===== config.mk =====
export PLATFORM = sky130hd
export DESIGN_NAME = mix_columns_calc
export DESIGN_NICKNAME = d
export VERILOG_FILES = /design/src/rtl/aes_gf_pkg.sv /design/src/rtl/mix_column_word.sv /design/src/rtl/mix_columns_calc.sv
export SDC_FILE = /design/constraint.sdc
export NUM_CORES = 1
export LEC_CHECK = 0
export CAP_MARGIN = 20
export CORE_MARGIN = 2
export CORE_UTILIZATION = 45
export DETAILED_ROUTE_END_ITERATION = 7
export PLACE_DENSITY = 0.76
export SLEW_MARGIN = 10
export SYNTH_ARGS = -nofsm -noshare
export SYNTH_HDL_FRONTEND = slang
export SYNTH_SLANG_ARGS = --single-unit

===== constraint.sdc =====
create_clock -name clk -period 1.4 [get_ports clk]
set_input_delay 0.14 -clock clk [delete_from_list [all_inputs] [get_ports clk]]
set_output_delay 0.14 -clock clk [all_outputs]
set_load 0.02 [all_outputs]

===== src/rtl/aes_gf_pkg.sv =====
// aes_gf_pkg: GF(2^8) helpers and byte/column types for the AES MixColumns datapath.
// Contents: AES_POLY reduction constant, gf_byte_t / gf_col_t types,
// xtime, gf_mul2, gf_mul3 and, with INV_MIX_COLUMNS_EN, gf_mul9/11/13/14.
package aes_gf_pkg;

    localparam logic [7:0] AES_POLY = 8'h1B;

    typedef logic [7:0] gf_byte_t;
    // Element [3] is a0 (bits 31:24), element [0] is a3 (bits 7:0).
    typedef logic [3:0][7:0] gf_col_t;

    function automatic gf_byte_t xtime(input gf_byte_t x);
        return {x[6:0], 1'b0} ^ (x[7] ? AES_POLY : 8'h00);
    endfunction

    function automatic gf_byte_t gf_mul2(input gf_byte_t x);
        return xtime(x);
    endfunction

    function automatic gf_byte_t gf_mul3(input gf_byte_t x);
        return xtime(x) ^ x;
    endfunction

`ifdef INV_MIX_COLUMNS_EN
    // The inverse coefficients decompose into x, 2x, 4x and 8x terms.
    function automatic gf_byte_t gf_mul9(input gf_byte_t x);
        return xtime(xtime(xtime(x))) ^ x;
    endfunction

    function automatic gf_byte_t gf_mul11(input gf_byte_t x);
        return xtime(xtime(xtime(x))) ^ xtime(x) ^ x;
    endfunction

    function automatic gf_byte_t gf_mul13(input gf_byte_t x);
        return xtime(xtime(xtime(x))) ^ xtime(xtime(x)) ^ x;
    endfunction

    function automatic gf_byte_t gf_mul14(input gf_byte_t x);
        return xtime(xtime(xtime(x))) ^ xtime(xtime(x)) ^ xtime(x);
    endfunction
`endif

endpackage


===== src/rtl/mix_column_word.sv =====
// mix_column_word: combinational MixColumns of one 32-bit AES column.
// Ports: col (a0 in [31:24] .. a3 in [7:0]), col_out (same packing),
// inv (only with INV_MIX_COLUMNS_EN) selects InvMixColumns.
module mix_column_word
    import aes_gf_pkg::*;
(
`ifdef INV_MIX_COLUMNS_EN
    input  logic        inv,
`endif
    input  logic [31:0] col,
    output logic [31:0] col_out
);

    gf_col_t a;
    gf_col_t fwd;

    assign a = col;

    assign fwd = {gf_mul2(a[3]) ^ gf_mul3(a[2]) ^ a[1] ^ a[0],
                  a[3] ^ gf_mul2(a[2]) ^ gf_mul3(a[1]) ^ a[0],
                  a[3] ^ a[2] ^ gf_mul2(a[1]) ^ gf_mul3(a[0]),
                  gf_mul3(a[3]) ^ a[2] ^ a[1] ^ gf_mul2(a[0])};

`ifdef INV_MIX_COLUMNS_EN
    gf_col_t rev;

    assign rev = {gf_mul14(a[3]) ^ gf_mul11(a[2]) ^ gf_mul13(a[1]) ^ gf_mul9(a[0]),
                  gf_mul9(a[3]) ^ gf_mul14(a[2]) ^ gf_mul11(a[1]) ^ gf_mul13(a[0]),
                  gf_mul13(a[3]) ^ gf_mul9(a[2]) ^ gf_mul14(a[1]) ^ gf_mul11(a[0]),
                  gf_mul11(a[3]) ^ gf_mul13(a[2]) ^ gf_mul9(a[1]) ^ gf_mul14(a[0])};

    assign col_out = inv ? rev : fwd;
`else
    assign col_out = fwd;
`endif

endmodule


===== src/rtl/mix_columns_calc.sv =====
// mix_columns_calc: registered AES MixColumns over COLS (1 or 4) columns, 1-cycle latency.
// Ports: clk, rst_n (async active-low), in_valid, col [32*COLS-1:0] (column k at [32k+31:32k]),
// out_valid, col_out. Macro INV_MIX_COLUMNS_EN adds inv, sampled with in_valid.
module mix_columns_calc #(
    parameter int COLS = 1
) (
    input  logic                 clk,
    input  logic                 rst_n,
    input  logic                 in_valid,
`ifdef INV_MIX_COLUMNS_EN
    input  logic                 inv,
`endif
    input  logic [32*COLS-1:0]   col,
    output logic                 out_valid,
    output logic [32*COLS-1:0]   col_out
);

    logic [32*COLS-1:0] mixed;

    for (genvar k = 0; k < COLS; k++) begin : g_col
        mix_column_word u_word (
`ifdef INV_MIX_COLUMNS_EN
            .inv     (inv),
`endif
            .col     (col[32*k +: 32]),
            .col_out (mixed[32*k +: 32])
        );
    end

    // col_out only loads on in_valid, so idle-cycle garbage on col never reaches it.
    always_ff @(posedge clk or negedge rst_n) begin
        if (!rst_n) begin
            out_valid <= 1'b0;
            col_out   <= '0;
        end else begin
            out_valid <= in_valid;
            if (in_valid)
                col_out <= mixed;
        end
    end

endmodule


==> out/results.env, run 1 <==
STATUS='finished, final reports clean'
AREA_DELTA_SYNTH_FINAL_PCT=57.5
TRITONCTS='done'
ROUTABILITYCONGESTION=0.767
CTSROOTBUFFERMASTER='clkbuf_8'
WORST_PATH_MAX_DELAY_CELL='clkdlybuf4s50_1'
DRT_ITER0_MARKERS=52
CTS_BUFS_INSERTED=5
SYNTH.FF_LATCH_COUNT=33
CLK-INSERTION-DELAY-LATE_NS=0.27
FINALPOWER_W=0.00446
DETAIL_ROUTE.VIAS_PER_CELL=4.67
GRT_PASS1_VIAS=1754
DIE_AREA_SQ_UM=6080
ACHIEVABLE-FREQUENCY_MHz=739
STATIC-LEAKAGE-POWER_nW=2.25
SYNTH_TOP_AREA_CELL='dfrtp_1'
CP_TOP_FAMILY='buffers and inverters'
TIMING.CRITICAL_PATH.REQUIRED_NS=1.26
SETUP_VIOLATIONS=0
DIE_X_MICRONS=78.0
YOSYS_SYNTHESIS_WARNING_COUNT=0
NUMBER_OF_INSTANCES_IN_THE_SYNTHESIZED_NETLIST=159
WORST-PATH-STAGES=1
TIMING_WORST_SLEW_PIN_VALUE_NS=0.319
ANTENNA_CELLS=0
FINAL-HOLD-VIOLATION-COUNT=0
GLOBALROUTETOTALUTIL_PCT=20.0
NETS=313
DRTANTENNAVIOLNETS=0
SYNTH.CELL_AREA_SQ_UM=2460
TIMING.CRITICAL_PATH.ARRIVAL_NS=1.21
YOSYSTOPAREACELLSHARE_PCT=33.5
AVGROUTEDWIREPERCELL_MICRONS=17.2
CLKSLEWWORSTSETUPHOLDPATHS_NS=0.06
MAX_CAP_VIOLATIONS=0
MOST_FREQUENT_CELLS_IN_THE_LAYOUT='buf_4 (50), dlymetal6s2s_1 (38), dfrtp_1 (33)'
SYNTH.AREA.MUX_SHARE_PCT=14.6
FF2FF_SETUP_SLACK_NS=0.63
DRV_SLEW=0
HOLDBUFCOUNTCTS=0
RR_STARTPOINT='col_out[4]'
NUM_ROWS=26
PORT_BUFFERS=67
SYNTH-COMPOUND-AREA-SHARE_PCT=0
CRITPATHMAXFANOUT=2
CRIT_END_ELEMENT='primary output'
CLOCK-SINKS=33
CP_SLOWEST_STAGE_DELAY_NS=0.60
ROUTER_ITERATIONS_BEFORE_ANTENNA_REPAIR=4
SKEW_NS=0
CLOCKBUFFERDEPTH=2
SYNTH-SEQ-AREA-SHARE_PCT=33.5
CRITICAL_PATH.STARTPOINT_TYPE='register'
WORST-PATH-BUF-INV=1
ROUTE.DETAILED.DRC=0
PATH_CLASS='reg2out'
IRDROPWORSTVDD_mV=0.764
WORSTPATHCELLLIST='clkdlybuf4s50_1'
GLOBALROUTE.TOTALOVERFLOW=0
IO-PIN-COUNT=68
CHIPHEIGHT_MICRONS=78.0
HPWL_MM=4.02
H_TREE_DEPTH=2
SYNTH.NET_COUNT=194
YOSYSUNIQUECELLTYPES=16
MOST_COMMON_CELL_AFTER_LAYOUT_FILL_AND_TAPS_ASIDE='buf_4'
SYNTHESIS.AREA_PER_INSTANCE_SQ_UM=15.5
FINAL.PERIOD_UTILIZATION_PCT=96.7
FLOORPLAN.INITIALDENSITY_PCT=47.3
CORE_AREA_SQ_UM=5200
SYNTH.AREA.TOP_CELLS='dfrtp_1 (34%), xnor3_1 (26%), mux2_2 (12%)'
SYNTH_TOP_FAMILY_BY_AREA='XOR/XNOR gates'
SYNTH_XOR_AREA_SHARE_PCT=48.8
GRT_PASS1_WL_MM=9.04
HOLD_PATH_CLASS='in2async'
POWER-PER-CELL-AREA_nW_PER_UM2=1150
ANTENNA_FOUND_INITIAL=0
POST_SYNTH_FA_HA_MAJ_AREA_FRACTION_PCT=0
SETUP_TOTAL_NEGATIVE_SLACK_NS=0
CELL_COUNT_OF_THE_WORST_REG_TO_REG_PATH=1
SLEW-LIMIT-HEADROOM_PCT=78.6
ROUTE.FINAL.WIRE_LENGTH_MM=5.97
DR_TOTAL_VIAS=1622
SYNTH_SIMPLE_GATE_AREA_SHARE_PCT=0
WORST_R2R_ENDPOINT='col_out[4]'
FIN_CRIT_PERIOD_NS=1.35
GRT_MAX_DEGREE=34
RSZ0062_AT_GRT='no'
DRIVE_GT1_SHARE_PCT=38.6
[synthesized netlist by cell type]
cell and n:
buf_2 2, mux2_4 1, clkbuf_2 1, clkbuf_1 5
xnor2_1 25, mux2_2 27, inv_1 4, xnor3_1 28
xnor3_4 2, buf_6 2, dfrtp_1 33, mux2i_1 4
xor3_1 5, xnor2_2 2, xor2_1 17, buf_1 1
[layer usage]
| metal | vias to the layer above | track usage, % | part of all wire (%) |
|---|---|---|---|
| met3 | 8 | 3.72 | 3.1 |
| met2 | 44 | 33.8 | 53 |
| met4 | 0 | 5.96 | 1.7 |
| met1 | 803 | 26.2 | 43 |
| li1 | 767 | - | - |
| met5 | - | 0 | 0 |
[state kept, by name, summed over array words and instances, names as in the netlist]
| name | flops |
|---|---|
| out_valid | 1 |
| col_out | 32 |
[per-stage QoR]
step                      instance area [sq um]  worst slack (ns)  std cells  hold slack (ns)  util [%]
after floorplan                            2460            0.0158        159           -0.156         -
after global placement                     3550            -0.453        334            0.490      68.3
after detailed placement                   3550            -0.504        334            0.495      68.3
after CTS                                  3750          0.000209        345            0.231      72.0
after global routing                       3880          0.000424        347            0.232      74.5
final                                      3880            0.0463        347            0.229      74.5
[cells by family (layout without fill, tap and decap cells)]
family	after synthesis	in the layout
xor+xnor	79	79
buf+inv	15	133
flops	33	33
mux	32	32
[cell type report]
| class | count | area, sq um |
|---|---|---|
| Clock buffer | 5 | 68.8 |
| Timing Repair Buffer | 123 | 1200 |
| Clock inverter | 1 | 5.00 |
| Multi-Input combinational cell | 111 | 1680 |
| Inverter | 4 | 15.0 |
| Tap cell | 70 | 87.6 |
| Fill cell | 324 | 1330 |
| Sequential cell | 33 | 826 |
[where the power goes]
group	leakage (nW)	switching, W	total [W]	internal, W
sequential	0.386	0.000155	0.00142	0.00127
clock	0.0399	0.000332	0.000659	0.000327
combinational	1.83	0.00100	0.00238	0.00137
total	2.25	0.00149	0.00446	0.00297
[worst max path at each step]
stage                     slack (ns)        start          end
after floorplan                 0.02      col[23]  col_out[17]
after global placement         -0.45      col[23]  col_out[31]
after detailed placement       -0.50      col[31]  col_out[27]
after CTS                     0.0002      col[25]  col_out[17]
after global routing          0.0004  col_out[27]  col_out[27]
final                           0.05  col_out[22]  col_out[22]
[what timing repair did]
item	CTS	global route
resized for setup	37	45
pin swaps	17	11
endpoints found under the hold margin	0	0
setup endpoints to repair	24	46
setup buffers	5	2
Note: power is estimated with default switching activity, not from simulation.
==> inputs of run 2 (changes only) <==
--- a/config.mk
+++ b/config.mk
@@ -6,10 +6,11 @@
 export NUM_CORES = 1
 export LEC_CHECK = 0
 export CAP_MARGIN = 20
+export CORE_ASPECT_RATIO = 0.8
 export CORE_MARGIN = 2
-export CORE_UTILIZATION = 45
+export CORE_UTILIZATION = 48
 export DETAILED_ROUTE_END_ITERATION = 7
-export PLACE_DENSITY = 0.76
+export PLACE_DENSITY = 0.8
 export SLEW_MARGIN = 10
 export SYNTH_ARGS = -nofsm -noshare
 export SYNTH_HDL_FRONTEND = slang
==> run 2 against run 1 <==
Maximum frequency decreased by 2.2%; die area decreased by 5.9%; clock power increased by 15%; first-iteration DRC count increased by 62%; routed wire length increased by 3.2%; global-route usage increased by 1.2 points; largest cell class unchanged; critical path type is now in2reg; critical path depth increased by 3; sequential power about the same.
==> out/results.env, run 2 (synthesis gave the netlist of run 1 again) <==
CRITPATHMAXFANOUT=3
CLK-INSERTION-DELAY-LATE_NS=0.29
PORT_BUFFERS=67
ANTENNA_CELLS=0
POWER-PER-CELL-AREA_nW_PER_UM2=1180
REGISTER_CONTAINING_THE_MOST_FLIP_FLOPS_IN_THE_FINAL_LAYOUT='col_out'
LARGEST_REGISTER_FF_COUNT=32
DRIVE_GT1_SHARE_PCT=38.4
CLKSLEWWORSTSETUPHOLDPATHS_NS=0.07
GRT_MAX_DEGREE=34
GRT_UTIL_MET3_PCT=5.07
ROUTABILITYCONGESTION=0.803
SETUP_VIOLATIONS=0
DRT_ITER0_MARKERS=84
MAX_CAP_VIOLATIONS=0
GRT_UTIL_MET2_PCT=34.3
FINALHOLDWORSTSLACK_NS=0.205
WORST_PATH_MAX_DELAY_CELL='clkdlybuf4s50_1'
AVGROUTEDWIREPERCELL_MICRONS=18.1
CTS_BUFS_INSERTED=5
GLOBALROUTETOTALUTIL_PCT=21.2
ROUTE.FINAL.WIRE_LENGTH_MM=6.17
IRDROPWORSTVDD_mV=0.881
HPWL_MM=4.09
TOP_USAGE_LAYER='met2'
CTSROOTBUFFERMASTER='clkbuf_8'
ACHIEVABLE-FREQUENCY_MHz=723
STATIC-LEAKAGE-POWER_nW=2.15
DRTANTENNAVIOLNETS=0
FINAL-HOLD-VIOLATION-COUNT=0
RSZ0062_AT_GRT='yes'
TIMING_WORST_SLEW_PIN_VALUE_NS=0.322
GRT_PASS1_VIAS=1697
SLEW-LIMIT-HEADROOM_PCT=78.3
PATH_CLASS='in2reg'
FIN_CRIT_PERIOD_NS=1.38
CLOCK-SINKS=33
DRV_SLEW=0
NUM_ROWS=23
ANTENNA_FOUND_INITIAL=0
TIMING.CRITICAL_PATH.REQUIRED_NS=1.58
CORE_AREA_SQ_UM=4980
LAYOUT.CELL_AREA.NON_FILLER_SQ_UM=3870
MOST_FREQUENT_CELLS_IN_THE_LAYOUT='buf_4 (48), dfrtp_1 (33), dlygate4sd2_1 (31)'
GLOBALROUTE.TOTALOVERFLOW=0
ROUTE.DETAILED.DRC=0
DPL-INSTANCE-AREA_SQ_UM=3570
HOLDBUFCOUNTCTS=0
NFILLCELLS=296
DETAIL_ROUTE.VIAS_PER_CELL=4.78
SKEW_NS=0
IO-PIN-COUNT=68
WORSTPATHCELLLIST='clkdlybuf4s50_1, xnor3_4, xor2_1, mux2_2'
LARGEST_REGISTERS='col_out x32, out_valid x1'
MOST_COMMON_CELL_AFTER_LAYOUT_FILL_AND_TAPS_ASIDE='buf_4'
FLOORPLAN.INITIALDENSITY_PCT=49.5
CRITICAL_PATH.STARTPOINT_TYPE='input pin'
DR_TOTAL_VIAS=1631
STATUS='finished, final reports clean'
GRT_PASS1_WL_MM=8.92
CP_SLOWEST_STAGE_DELAY_NS=0.57
HOLD_PATH_CLASS='in2async'
DIE_AREA_SQ_UM=5720
ROUTER_ITERATIONS_BEFORE_ANTENNA_REPAIR=4
TIMING.CRITICAL_PATH.ARRIVAL_NS=1.56
CRIT_END_ELEMENT='register'
H_TREE_DEPTH=2
AREA_DELTA_SYNTH_FINAL_PCT=57.3
CLOCKBUFFERDEPTH=2
DIE_X_MICRONS=84.1
TRITONCTS='done'
FINAL.PERIOD_UTILIZATION_PCT=98.9
GLOBALROUTEMET1UTIL_PCT=29.5
NETS=314
CHIPHEIGHT_MICRONS=68.1
==> run 2: changes by cell type in the layout (fill, tap and decap cells not counted), moves of 2 or more <==
cell	delta
mux2_2	-2
mux2_4	+2
buf_4	-2
buf_6	+2
clkdlybuf4s50_1	+5
dlygate4sd2_1	+11
dlymetal6s2s_1	-16
==> run 2: area by class of cell <==
class | instances | area, sq um | share of cell area (%)
Multi-Input combinational cell | 111 | 1690 | 43.7
Timing Repair Buffer | 124 | 1170 | 30.3
Sequential cell | 33 | 826 | 21.3
Clock buffer | 7 | 86.3 | 2.23
Tap cell | 62 | 77.6 | 2.00
Inverter | 4 | 15.0 | 0.388
==> run 2: worst max-delay path: cells and delay by family <==
kind | cells | cell delay [ns]
buffers and inverters | 1 | 0.57
muxes | 1 | 0.26
xor gates and xnor gates | 2 | 0.59
==> run 2: repair_timing <==
action	CTS	global route
setup buffers	6	0
setup endpoints to repair	36	25
gates resized for setup	50	30
pin swaps	11	6
==> run 2: per-stage QoR <==
step	setup slack [ns]	total power (W)	std cells	util (%)	TNS [ns]
floorplan	0.0158	0.00276	159	-	0
global placement	-0.420	0.00381	329	71.6	-10.29
detailed placement	-0.441	0.00385	329	71.6	-10.98
CTS	0.00305	0.00459	341	75.8	0
global route	-0.0254	0.00479	341	77.8	-0.0254
finish	0.0161	0.00457	341	77.8	0
==> run 2: report_power, final <==
group | switching, W | internal [W] | total, W
clock network | 0.000370 | 0.000391 | 0.000761
logic | 0.00102 | 0.00135 | 0.00237
registers | 0.000169 | 0.00127 | 0.00144
total | 0.00155 | 0.00301 | 0.00457
==> run 2: layer usage <==
layer  share of wire, %  vias up
li1                   -      778
met1                 46      805
met2                 48       42
met3                5.1        6
met4               0.92        0
met5                  0        -
==> run 2: final timing paths <==
| check | start | endpoint | slack [ns] | depth (start not counted) |
|---|---|---|---|---|
| worst max-delay path | col[30] | col_out[31] | 0.02 | 4 |
| worst min-delay path | rst_n | col_out[29] | 0.21 | 2 |
| worst max register to register | col_out[11] | col_out[11] | 0.59 | 1 |
| worst min register to register | col_out[5] | col_out[5] | 0.50 | 1 |
| max in group asynchronous | rst_n | col_out[14] | 0.99 | 2 |
| min in group clk | col_out[5] | col_out[5] | 0.50 | 1 |
